--- src/rtl/ps2_rx_if.sv ---
// ps2_rx_if: show-ahead byte read port of the PS/2 receiver FIFO
interface ps2_rx_if;
    logic [7:0] rd_data;
    logic       rd_valid;
    logic       rd_ready;
    modport master (output rd_data, output rd_valid, input rd_ready);
    modport slave (input rd_data, input rd_valid, output rd_ready);
endinterface

--- src/rtl/ps2_rx.sv ---
// ps2_rx: PS/2 device-to-host receiver with clock glitch filter, frame timeout and show-ahead byte FIFO
module ps2_rx #(
    parameter int FILTER_CYCLES  = 4,
    parameter int TIMEOUT_CYCLES = 2000,
    parameter int FIFO_AW        = 3
) (
    input  logic     clk_core,
    input  logic     reset,
    input  logic     ps2_clk,
    input  logic     ps2_data,
    input  logic     inhibit,
    input  logic     clr_err,
    output logic     parity_err,
    output logic     framing_err,
    output logic     overflow,
    ps2_rx_if.master rd
);
    localparam int FW = $clog2(FILTER_CYCLES + 1);
    localparam int TW = $clog2(TIMEOUT_CYCLES + 1);

    typedef enum logic [1:0] {IDLE, DATA, PARITY, STOP} state_t;

    state_t               state_q, state_d;
    logic [1:0]           clk_sync, dat_sync;
    logic                 clean_clk, accept, fall, dat, timeout;
    logic [FW-1:0]        flt_cnt;
    logic [TW-1:0]        tmo_cnt;
    logic [2:0]           bit_q, bit_d;
    logic [7:0]           sh_q, sh_d;
    logic                 par_q, par_d;
    logic                 push, set_par, set_frm;
    logic [7:0]           mem [2**FIFO_AW];
    logic [FIFO_AW:0]     wp, rp;
    logic                 empty, full, pop, wr;

    assign dat     = dat_sync[1];
    assign accept  = clk_sync[1] != clean_clk && flt_cnt == FW'(FILTER_CYCLES - 1);
    assign fall    = accept && clean_clk;
    assign timeout = state_q != IDLE && tmo_cnt == TW'(TIMEOUT_CYCLES);

    always_ff @(posedge clk_core) begin
        if (reset) begin
            clk_sync  <= 2'b11;
            dat_sync  <= 2'b11;
            clean_clk <= 1'b1;
            flt_cnt   <= '0;
            tmo_cnt   <= '0;
            state_q   <= IDLE;
            bit_q     <= '0;
            sh_q      <= '0;
            par_q     <= 1'b0;
        end else begin
            clk_sync  <= {clk_sync[0], ps2_clk};
            dat_sync  <= {dat_sync[0], ps2_data};
            clean_clk <= accept ? clk_sync[1] : clean_clk;
            flt_cnt   <= (clk_sync[1] == clean_clk || accept) ? '0 : flt_cnt + 1'b1;
            tmo_cnt   <= (state_d == IDLE || fall) ? '0 : tmo_cnt + 1'b1;
            state_q   <= state_d;
            bit_q     <= bit_d;
            sh_q      <= sh_d;
            par_q     <= par_d;
        end
    end

    // inhibit outranks timeout, which outranks a coincident fall
    always_comb begin
        state_d = state_q;
        bit_d   = bit_q;
        sh_d    = sh_q;
        par_d   = par_q;
        push    = 1'b0;
        set_par = 1'b0;
        set_frm = 1'b0;
        if (inhibit) begin
            state_d = IDLE;
            bit_d   = '0;
        end else if (timeout) begin
            state_d = IDLE;
            bit_d   = '0;
            set_frm = 1'b1;
        end else if (fall) begin
            case (state_q)
                IDLE: begin
                    state_d = dat ? IDLE : DATA;
                    bit_d   = '0;
                end
                DATA: begin
                    sh_d    = {dat, sh_q[7:1]};
                    bit_d   = bit_q + 1'b1;
                    state_d = bit_q == 3'd7 ? PARITY : DATA;
                end
                PARITY: begin
                    par_d   = dat;
                    state_d = STOP;
                end
                STOP: begin
                    state_d = IDLE;
                    push    = dat && ^{sh_q, par_q};
                    set_par = dat && !(^{sh_q, par_q});
                    set_frm = !dat;
                end
            endcase
        end
    end

    assign empty       = wp == rp;
    assign full        = wp[FIFO_AW] != rp[FIFO_AW] && wp[FIFO_AW-1:0] == rp[FIFO_AW-1:0];
    assign pop         = rd.rd_ready && !empty;
    assign wr          = push && (!full || pop);
    assign rd.rd_valid = !empty;
    assign rd.rd_data  = mem[rp[FIFO_AW-1:0]];

    always_ff @(posedge clk_core) begin
        if (wr) mem[wp[FIFO_AW-1:0]] <= sh_q;
    end

    always_ff @(posedge clk_core) begin
        if (reset) begin
            wp          <= '0;
            rp          <= '0;
            parity_err  <= 1'b0;
            framing_err <= 1'b0;
            overflow    <= 1'b0;
        end else begin
            wp          <= wr ? wp + 1'b1 : wp;
            rp          <= pop ? rp + 1'b1 : rp;
            parity_err  <= set_par || (parity_err && !clr_err);
            framing_err <= set_frm || (framing_err && !clr_err);
            overflow    <= (push && full && !pop) || (overflow && !clr_err);
        end
    end
endmodule

--- src/flat_wrapper.sv ---
// flat-port wrapper written by rule: the top's interface ports become plain ports
module ps2_rx_flat 
#(
    parameter int FILTER_CYCLES  = 4,
    parameter int TIMEOUT_CYCLES = 2000,
    parameter int FIFO_AW        = 3
)
  (clk_core, reset, ps2_clk, ps2_data, inhibit, clr_err, parity_err, framing_err, overflow, rd_rd_data, rd_rd_valid, rd_rd_ready);
  ps2_rx_if rd_i ();
  input  logic clk_core;
  input  logic reset;
  input  logic ps2_clk;
  input  logic ps2_data;
  input  logic inhibit;
  input  logic clr_err;
  output logic parity_err;
  output logic framing_err;
  output logic overflow;
  output wire logic [$bits(rd_i.rd_data)-1:0] rd_rd_data;
  output wire logic [$bits(rd_i.rd_valid)-1:0] rd_rd_valid;
  input wire logic [$bits(rd_i.rd_ready)-1:0] rd_rd_ready;
  assign rd_rd_data = rd_i.rd_data;
  assign rd_rd_valid = rd_i.rd_valid;
  assign rd_i.rd_ready = rd_rd_ready;
  ps2_rx #(.FILTER_CYCLES(FILTER_CYCLES), .TIMEOUT_CYCLES(TIMEOUT_CYCLES), .FIFO_AW(FIFO_AW)) u_core (.clk_core(clk_core), .reset(reset), .ps2_clk(ps2_clk), .ps2_data(ps2_data), .inhibit(inhibit), .clr_err(clr_err), .parity_err(parity_err), .framing_err(framing_err), .overflow(overflow), .rd(rd_i));
endmodule
--- config.mk ---
export PLATFORM = sky130hd
export DESIGN_NAME = ps2_rx_flat
export DESIGN_NICKNAME = d
export VERILOG_FILES = /design/src/rtl/ps2_rx_if.sv /design/src/rtl/ps2_rx.sv /design/src/flat_wrapper.sv
export SDC_FILE = /design/constraint.sdc
export NUM_CORES = 1
export LEC_CHECK = 0
export BUFFER_PORTS_ARGS = -buffer_cell sky130_fd_sc_hd__buf_2
export CAP_MARGIN = 20
export CORE_MARGIN = 2
export CORE_UTILIZATION = 49
export CTS_BUF_LIST = sky130_fd_sc_hd__clkbuf_4
export DETAILED_ROUTE_END_ITERATION = 8
export GPL_TIMING_DRIVEN = 0
export PLACE_DENSITY = 0.77
export SETUP_SLACK_MARGIN = 0.4
export SLEW_MARGIN = 15
export SYNTH_ARGS = -nofsm -noshare
export SYNTH_HDL_FRONTEND = slang
export SYNTH_SLANG_ARGS = --single-unit
--- constraint.sdc ---
create_clock -name clk_core -period 3.4 [get_ports clk_core]
set_input_delay 0.51 -clock clk_core [delete_from_list [all_inputs] [get_ports clk_core]]
set_output_delay 0.51 -clock clk_core [all_outputs]
set_load 0.1 [all_outputs]
==> results_dict.tcl, run 1 <==
set metrics [dict create \
    status "finished, final reports clean" \
    yosysWarnings 0 \
    antenna_found_initial 0 \
    cts_tree "done" \
    gp_congestion 0.804 \
    min_period_ns 2.85 \
    critPathKind "reg2out" \
    grt_pass1_wl_um 12600 \
    synthMuxAreaShare_pct 13.1 \
    vias 2606 \
    synthXorXnorAreaFrac_pct 4.86 \
    final_hold_viol_count 0 \
    synth_edf_count 64 \
    min_period_over_period_pct 83.8 \
    drive_gt1_share_pct 26.2 \
    rsz0062_at_grt "false" \
    syn-num-nets 339 \
    ys_types 48 \
    worst_path_largest_cell_delay_ns 0.51 \
    leakage_nw 1.82 \
    die_y_um 101 \
    hpwl_um 5150 \
    p_per_area_mw_per_mm2 394 \
    routed_wl_um 7900 \
    critPathCaptureType "primary output" \
    synth_ff_type "edfxtp_1" \
    clock_skew_ns 0.0220 \
    final_common_cell "edfxtp_1" \
    first_pass_iters 6 \
    critPathSlowestCell "mux4_2" \
    async_flop_share_pct 0 \
    synthAdderAreaFrac_pct 2.17 \
    antenna_cells 0 \
    worstPathArrival_ns 2.34 \
    synth_top_family_by_area "multiplexers" \
    layout.nets 376 \
    gr-total-overflow 0 \
    ys_ff_latch 111 \
    start_util_pct 50.1 \
    avgRoutedWirePerCell_um 16.6 \
    path_clk_slew_ns 0.16 \
    dieArea_mm2 0.0102 \
    syn_inst 324 \
    critPathMaxFanout 10 \
    min_path_type "in2reg" \
    core_area_mm2 0.00920 \
    synthSimpleGateAreaFrac_pct 12.3 \
    worst_slew_pin_slew_ns 0.764 \
    max_freq_ghz 0.351 \
    h-tree-depth 3 \
    via_per_inst 5.46 \
    max_cap_viol_count 0 \
    io_pins 19 \
    drv_slew 0 \
    clk_path_buf_depth 2 \
    areaGrowthSynthToFinish_pct 11.0 \
    clk_latency_ns 0.45 \
    required_ns 2.89 \
    avgSynthCellArea_um2 14.2 \
    synth_seq_area_share_pct 62.2 \
    grt_max_degree 19 \
    whs_ns 0.246 \
    path_buf_inv 3 \
    max-slew-margin-rel_pct 48.6 \
    ir_worst_vdd_mv 0.230 \
    cts_root_buffer "clkbuf_4" \
    dieWidth_um 101 \
    grt_util_all_layers_pct 16.5 \
    cts_sinks 111 \
    setup_viol 0 \
    drcViolationCount 0 \
    setup_slack_ns 0.551 \
    crit_path_cell_trace "clkbuf_4 -> buf_6 -> mux4_2 -> mux2_2 -> buf_2" \
    synth-compound-area-share_pct 3.10 \
    hold_start "ps2_clk" \
    start_kind "register" \
    syn-cell-area_mm2 0.00461 \
    drtIter0Drc 176 \
    place_ws_ns 0.0850 \
    ant_nets 0 \
    io_buffers 18 \
    layout_common_cells "edfxtp_1, dfxtp_1, nor2_1, buf_2, mux4_2" \
    cpLargestDelayFamily "multiplexers" \
    grt_pass1_vias 2476 \
    row_count 35 \
    reg2reg_from "u_core.flt_cnt[0]" \
    cts_inserted_buffers 9 \
]
worst paths after layout:
path              slack [ns]  depth (start not counted)                  to
hold / removal          0.25                          2  u_core.clk_sync[0]
setup reg to reg        0.60                          9    u_core.mem[1][4]
setup / recovery        0.55                          5       rd_rd_data[7]
hold reg to reg         0.43                          1  u_core.dat_sync[1]
cells in the mapped netlist (2+ instances only):
cell / count / area [µm²]
a211o_1: 2 / 17.5
a21oi_1: 7 / 35.0
and3_1: 2 / 12.5
and4b_1: 2 / 20.0
buf_1: 2 / 7.51
buf_2: 3 / 15.0
buf_6: 2 / 22.5
clkbuf_1: 8 / 30.0
dfxtp_1: 47 / 941
edfxtp_1: 64 / 1920
ha_1: 8 / 100
inv_1: 8 / 30.0
mux2_2: 12 / 135
mux2i_1: 11 / 110
mux4_2: 16 / 360
nand2_1: 11 / 41.3
nand2b_1: 2 / 12.5
nand3_1: 11 / 55.1
nand4_1: 4 / 25.0
nor2_1: 39 / 146
nor2b_1: 4 / 25.0
nor3_1: 3 / 15.0
nor4_1: 2 / 12.5
nor4b_4: 2 / 47.6
o21ai_0: 4 / 20.0
or2_2: 4 / 25.0
or3_1: 4 / 25.0
xnor2_1: 11 / 96.3
xor2_1: 10 / 87.6
cell families after synthesis:
family,after synthesis
compound gates,20
xor+xnor,23
fa+ha+maj,8
buf+inv,23
flops,111
mux,39
simple gates,100
area by class of cell:
| type | instances | area [µm²] |
|---|---|---|
| Inverter | 8 | 30.0 |
| Clock buffer | 10 | 75.1 |
| Multi-Input combinational cell | 190 | 1700 |
| Tap cell | 111 | 139 |
| Fill cell | 739 | 4080 |
| Buffer | 15 | 90.1 |
| Clock inverter | 6 | 45.0 |
| Sequential cell | 111 | 2860 |
| Timing Repair Buffer | 26 | 175 |
repair_timing:
item                                    in CTS  in global routing
resized for setup                           11                  6
hold buffers                                 0                  0
pin swaps                                    2                  3
setup buffers                                5                  3
endpoints found under the setup margin      72                 53
cloned                                       0                  0
worst register-to-register path: cells and delay by family (launching register included):
kind | cells | cell delay (ns)
fa+ha+maj | 2 | 0.38
flops | 1 | 0.36
simple gates | 4 | 1.17
buf+inv | 2 | 0.38
compound gates | 1 | 0.26
power breakdown:
part	internal [mW]	total (mW)	switching [mW]	leakage (nW)
Combinational	0.00709	0.0188	0.0117	0.680
Clock	0.164	0.584	0.421	0.0659
Sequential	1.41	1.41	0.00166	1.07
Total	1.58	2.01	0.434	1.82
metal layers:
layer	GRT usage (%)	vias up	part of all wire, %
li1	-	1275	-
met1	20.1	1272	43
met2	29.0	50	52
met3	4.92	9	3.9
met4	3.85	0	1.2
met5	0	-	0
through the flow:
stage / utilization, % / cells / power, mW / TNS (ns) / area (µm²)
final: 55.6 / 477 / 2.01 / 0 / 5110
after global routing: 55.6 / 477 / 2.08 / 0 / 5110
after floorplan: - / 324 / 1.45 / 0 / 4610
after CTS: 55.0 / 474 / 2.03 / 0 / 5060
after detailed placement: 52.7 / 453 / 1.46 / 0 / 4850
after global placement: 52.6 / 453 / 1.46 / -0.184 / 4840
sequential cells by signal (all words and copies together), names as in the netlist, named ones only:
signal / flops
u_core.bit_q: 3
u_core.clean_clk: 1
u_core.clk_sync: 2
u_core.dat_sync: 2
u_core.flt_cnt: 3
u_core.framing_err: 1
u_core.mem: 64
u_core.overflow: 1
u_core.par_q: 1
u_core.parity_err: 1
u_core.rp: 4
u_core.sh_q: 8
u_core.state_q: 2
u_core.tmo_cnt: 11
u_core.wp: 4
Note: power is estimated with default switching activity, not from simulation.
==> inputs of run 2 (changes only) <==
--- a/config.mk
+++ b/config.mk
@@ -5,6 +5,7 @@
 export SDC_FILE = /design/constraint.sdc
 export NUM_CORES = 1
 export LEC_CHECK = 0
+export ABC_AREA = 1
 export BUFFER_PORTS_ARGS = -buffer_cell sky130_fd_sc_hd__buf_2
 export CAP_MARGIN = 20
 export CORE_MARGIN = 2
==> constraint.sdc (replaced) <==
create_clock -name clk_core -period 2.9 [get_ports clk_core]
set_input_delay 0.435 -clock clk_core [delete_from_list [all_inputs] [get_ports clk_core]]
set_output_delay 0.435 -clock clk_core [all_outputs]
set_load 0.1 [all_outputs]
==> run 2 against run 1 <==
Synthesized area increased by 2.0%. Core utilization increased by 2.3 points. Routed wire length increased by 13%. Sequential share of layout area decreased by 2.5 points. Critical path depth increased by 2. Worst setup slack got worse by 0.034 ns. Clock skew increased by 0.017 ns. Hold slack got worse by 0.088 ns. Critical path type unchanged. Largest cell class unchanged.
==> results_dict.tcl, run 2 <==
set metrics [dict create \
    layout_common_cells "nor2_1, edfxtp_1, nand2_1, dfxtp_1, o21ai_0" \
    antenna_cells 0 \
    switching_share_pct 29.8 \
    syn_inst 455 \
    syn-num-nets 470 \
    clock_skew_ns 0.0391 \
    yosysWarnings 0 \
    dieArea_mm2 0.0104 \
    synth_common_cells "nor2_1, edfxtp_1, dfxtp_1" \
    hpwl_um 6060 \
    synth_edf_count 64 \
    power_frac_seq_pct 59.8 \
    clk_path_buf_depth 2 \
    dieWidth_um 102 \
    synth_seq_area_share_pct 61.0 \
    grt_pass1_vias 3093 \
    ys_types 38 \
    ctsHoldBuffers 0 \
    critPathCaptureType "primary output" \
    final_hold_viol_count 0 \
    p_int_mw 1.96 \
    min_period_ns 2.38 \
    synthMuxAreaShare_pct 0 \
    max_freq_ghz 0.420 \
    routed_wl_um 8960 \
    highest_layer "met4" \
    cts_sinks 111 \
    synthAdderAreaFrac_pct 2.13 \
    critPathMaxFanout 10 \
    core_area_mm2 0.00928 \
    status "finished, final reports clean" \
    drtIter0Drc 196 \
    avgRoutedWirePerCell_um 14.4 \
    leakage_nw 1.91 \
    areaGrowthSynthToFinish_pct 14.4 \
    avgSynthCellArea_um2 10.3 \
    largest_reg_flops 64 \
    synth_ff_type "edfxtp_1" \
    synthXorXnorAreaFrac_pct 3.92 \
    rsz0062_at_grt "true" \
    synth_top_cell_area_share_pct 40.9 \
    h-tree-depth 3 \
    cts_tree "done" \
    p_switching_uw 832 \
    yosys.area.top_type "edfxtp_1" \
    grt_pass1_wl_um 14400 \
    synth-compound-area-share_pct 9.59 \
    min_path_type "in2reg" \
    die_y_um 102 \
    clkPwrFrac_pct 27.4 \
    ys_ff_latch 111 \
    drcViolationCount 0 \
    drive_gt1_share_pct 22.0 \
    clk_latency_ns 0.48 \
    drv_slew 0 \
    placed_cell_area_mm2 0.00498 \
    yosysMostFrequentCell "nor2_1" \
    ant_nets 0 \
    final_util_pct 57.9 \
    cts_root_buffer "clkbuf_4" \
    synth_top_family_by_area "simple AND/OR/NAND/NOR gates" \
    first_pass_iters 4 \
    syn-cell-area_mm2 0.00470 \
    max-slew-margin-rel_pct 65.6 \
    via_per_inst 5.15 \
    critPathKind "reg2out" \
    required_ns 2.47 \
    gr-total-overflow 0 \
    worst_slew_pin_slew_ns 0.515 \
    finalSetupTns_ns 0 \
    wl_met3_um 332 \
    p_per_area_mw_per_mm2 520 \
    grt_max_degree 23 \
    antenna_found_initial 0 \
    cts_inserted_buffers 9 \
    met2_wirelength_um 4660 \
    async_flop_share_pct 0 \
    hold_start "ps2_data" \
    min_period_over_period_pct 82.2 \
    ir_worst_vdd_mv 0.335 \
    path_clk_slew_ns 0.17 \
    setup_viol 0 \
    reg2reg_from "u_core.flt_cnt[0]" \
    gp_congestion 0.776 \
    worstPathArrival_ns 1.95 \
    io_pins 19 \
    fin_area_mm2 0.00537 \
    row_count 35 \
    synth.area.top_cells "edfxtp_1, dfxtp_1, nor2_1" \
    layout.nets 505 \
    max_cap_viol_count 0 \
    p_comb_share_pct 12.8 \
    synthSimpleGateAreaFrac_pct 19.0 \
    io_buffers 17 \
    start_kind "register" \
    final_common_cell "nor2_1" \
    vias 3211 \
    start_util_pct 50.6 \
    grt_util_all_layers_pct 17.9 \
    detail_route.wirelength.met1_um 3820 \
]
run 2: changes by cell type in the layout (fill, tap and decap cells not counted), sizes merged, moves of 10 or more:
cell   delta
nand2    +36
mux4     -16
mux2     -12
inv      +30
a21oi    +13
nand3    +10
o21ai    +40
nor2     +57
mux2i    -11
run 2: worst max-delay path: stages (launching register included):
cell and delay, ns:
dfxtp_4 0.41, inv_2 0.12, buf_6 0.16, o21ai_0 0.09
o22ai_1 0.19, nor2_1 0.06, a31oi_1 0.20, buf_6 0.26
run 2: path summary, 6_finish.rpt:
check	slack, ns	cells after the start	endpoint
worst min register to register	0.43	1	u_core.clk_sync[1]
worst max-delay path	0.52	7	rd_rd_data[5]
worst max register to register	0.58	9	u_core.mem[6][2]
worst min-delay path	0.16	2	u_core.dat_sync[0]
run 2: cells by family after synthesis:
| family | count (synthesis) |
|---|---|
| AO/OA/AOI/OAI | 83 |
| XOR/XNOR | 21 |
| adder cells (fa/ha/maj) | 8 |
| buffers and inverters | 49 |
| flip-flops | 111 |
| AND/OR/NAND/NOR | 183 |
run 2: layout make-up:
| type | count | area [µm²] |
|---|---|---|
| Timing Repair Buffer | 24 | 223 |
| Buffer | 14 | 100 |
| Clock inverter | 7 | 75.1 |
| Fill cell | 807 | 3910 |
| Inverter | 35 | 138 |
| Multi-Input combinational cell | 295 | 1740 |
| Sequential cell | 111 | 2870 |
| Tap cell | 129 | 161 |
| Clock buffer | 9 | 67.6 |
run 2: repair_timing:
action	in CTS	in global routing
resized for setup	31	30
endpoints found under the setup margin	72	72
pin swaps	0	7
cloned	0	0
buffers inserted	0	7
run 2: metrics by stage:
step / worst slack, ns / std cells / hold WS, ns / total power [mW]
3_5_place_dp: 0.0188 / 601 / 0.396 / 2.03
5_1_grt: 0.343 / 624 / 0.135 / 2.90
6_report: 0.517 / 624 / 0.158 / 2.79
3_3_place_gp: 0.0894 / 601 / 0.392 / 2.03
4_1_cts: 0.320 / 617 / 0.138 / 2.80
2_1_floorplan: -0.0801 / 455 / 0.389 / 1.97
run 2: routing by layer:
| layer | track usage (%) | up-vias |
|---|---|---|
| li1 | - | 1624 |
| met1 | 22.1 | 1514 |
| met2 | 32.1 | 58 |
| met3 | 3.56 | 15 |
| met4 | 4.72 | 0 |
| met5 | 0 | - |
run 2: power by group through the flow:
stage,clock network (mW),registers [mW],logic (mW)
final,0.766,1.67,0.357
after global routing,0.842,1.67,0.383
after CTS,0.780,1.67,0.349
after detailed placement,0,1.70,0.331
after global placement,0,1.70,0.325
after floorplan,0,1.70,0.270
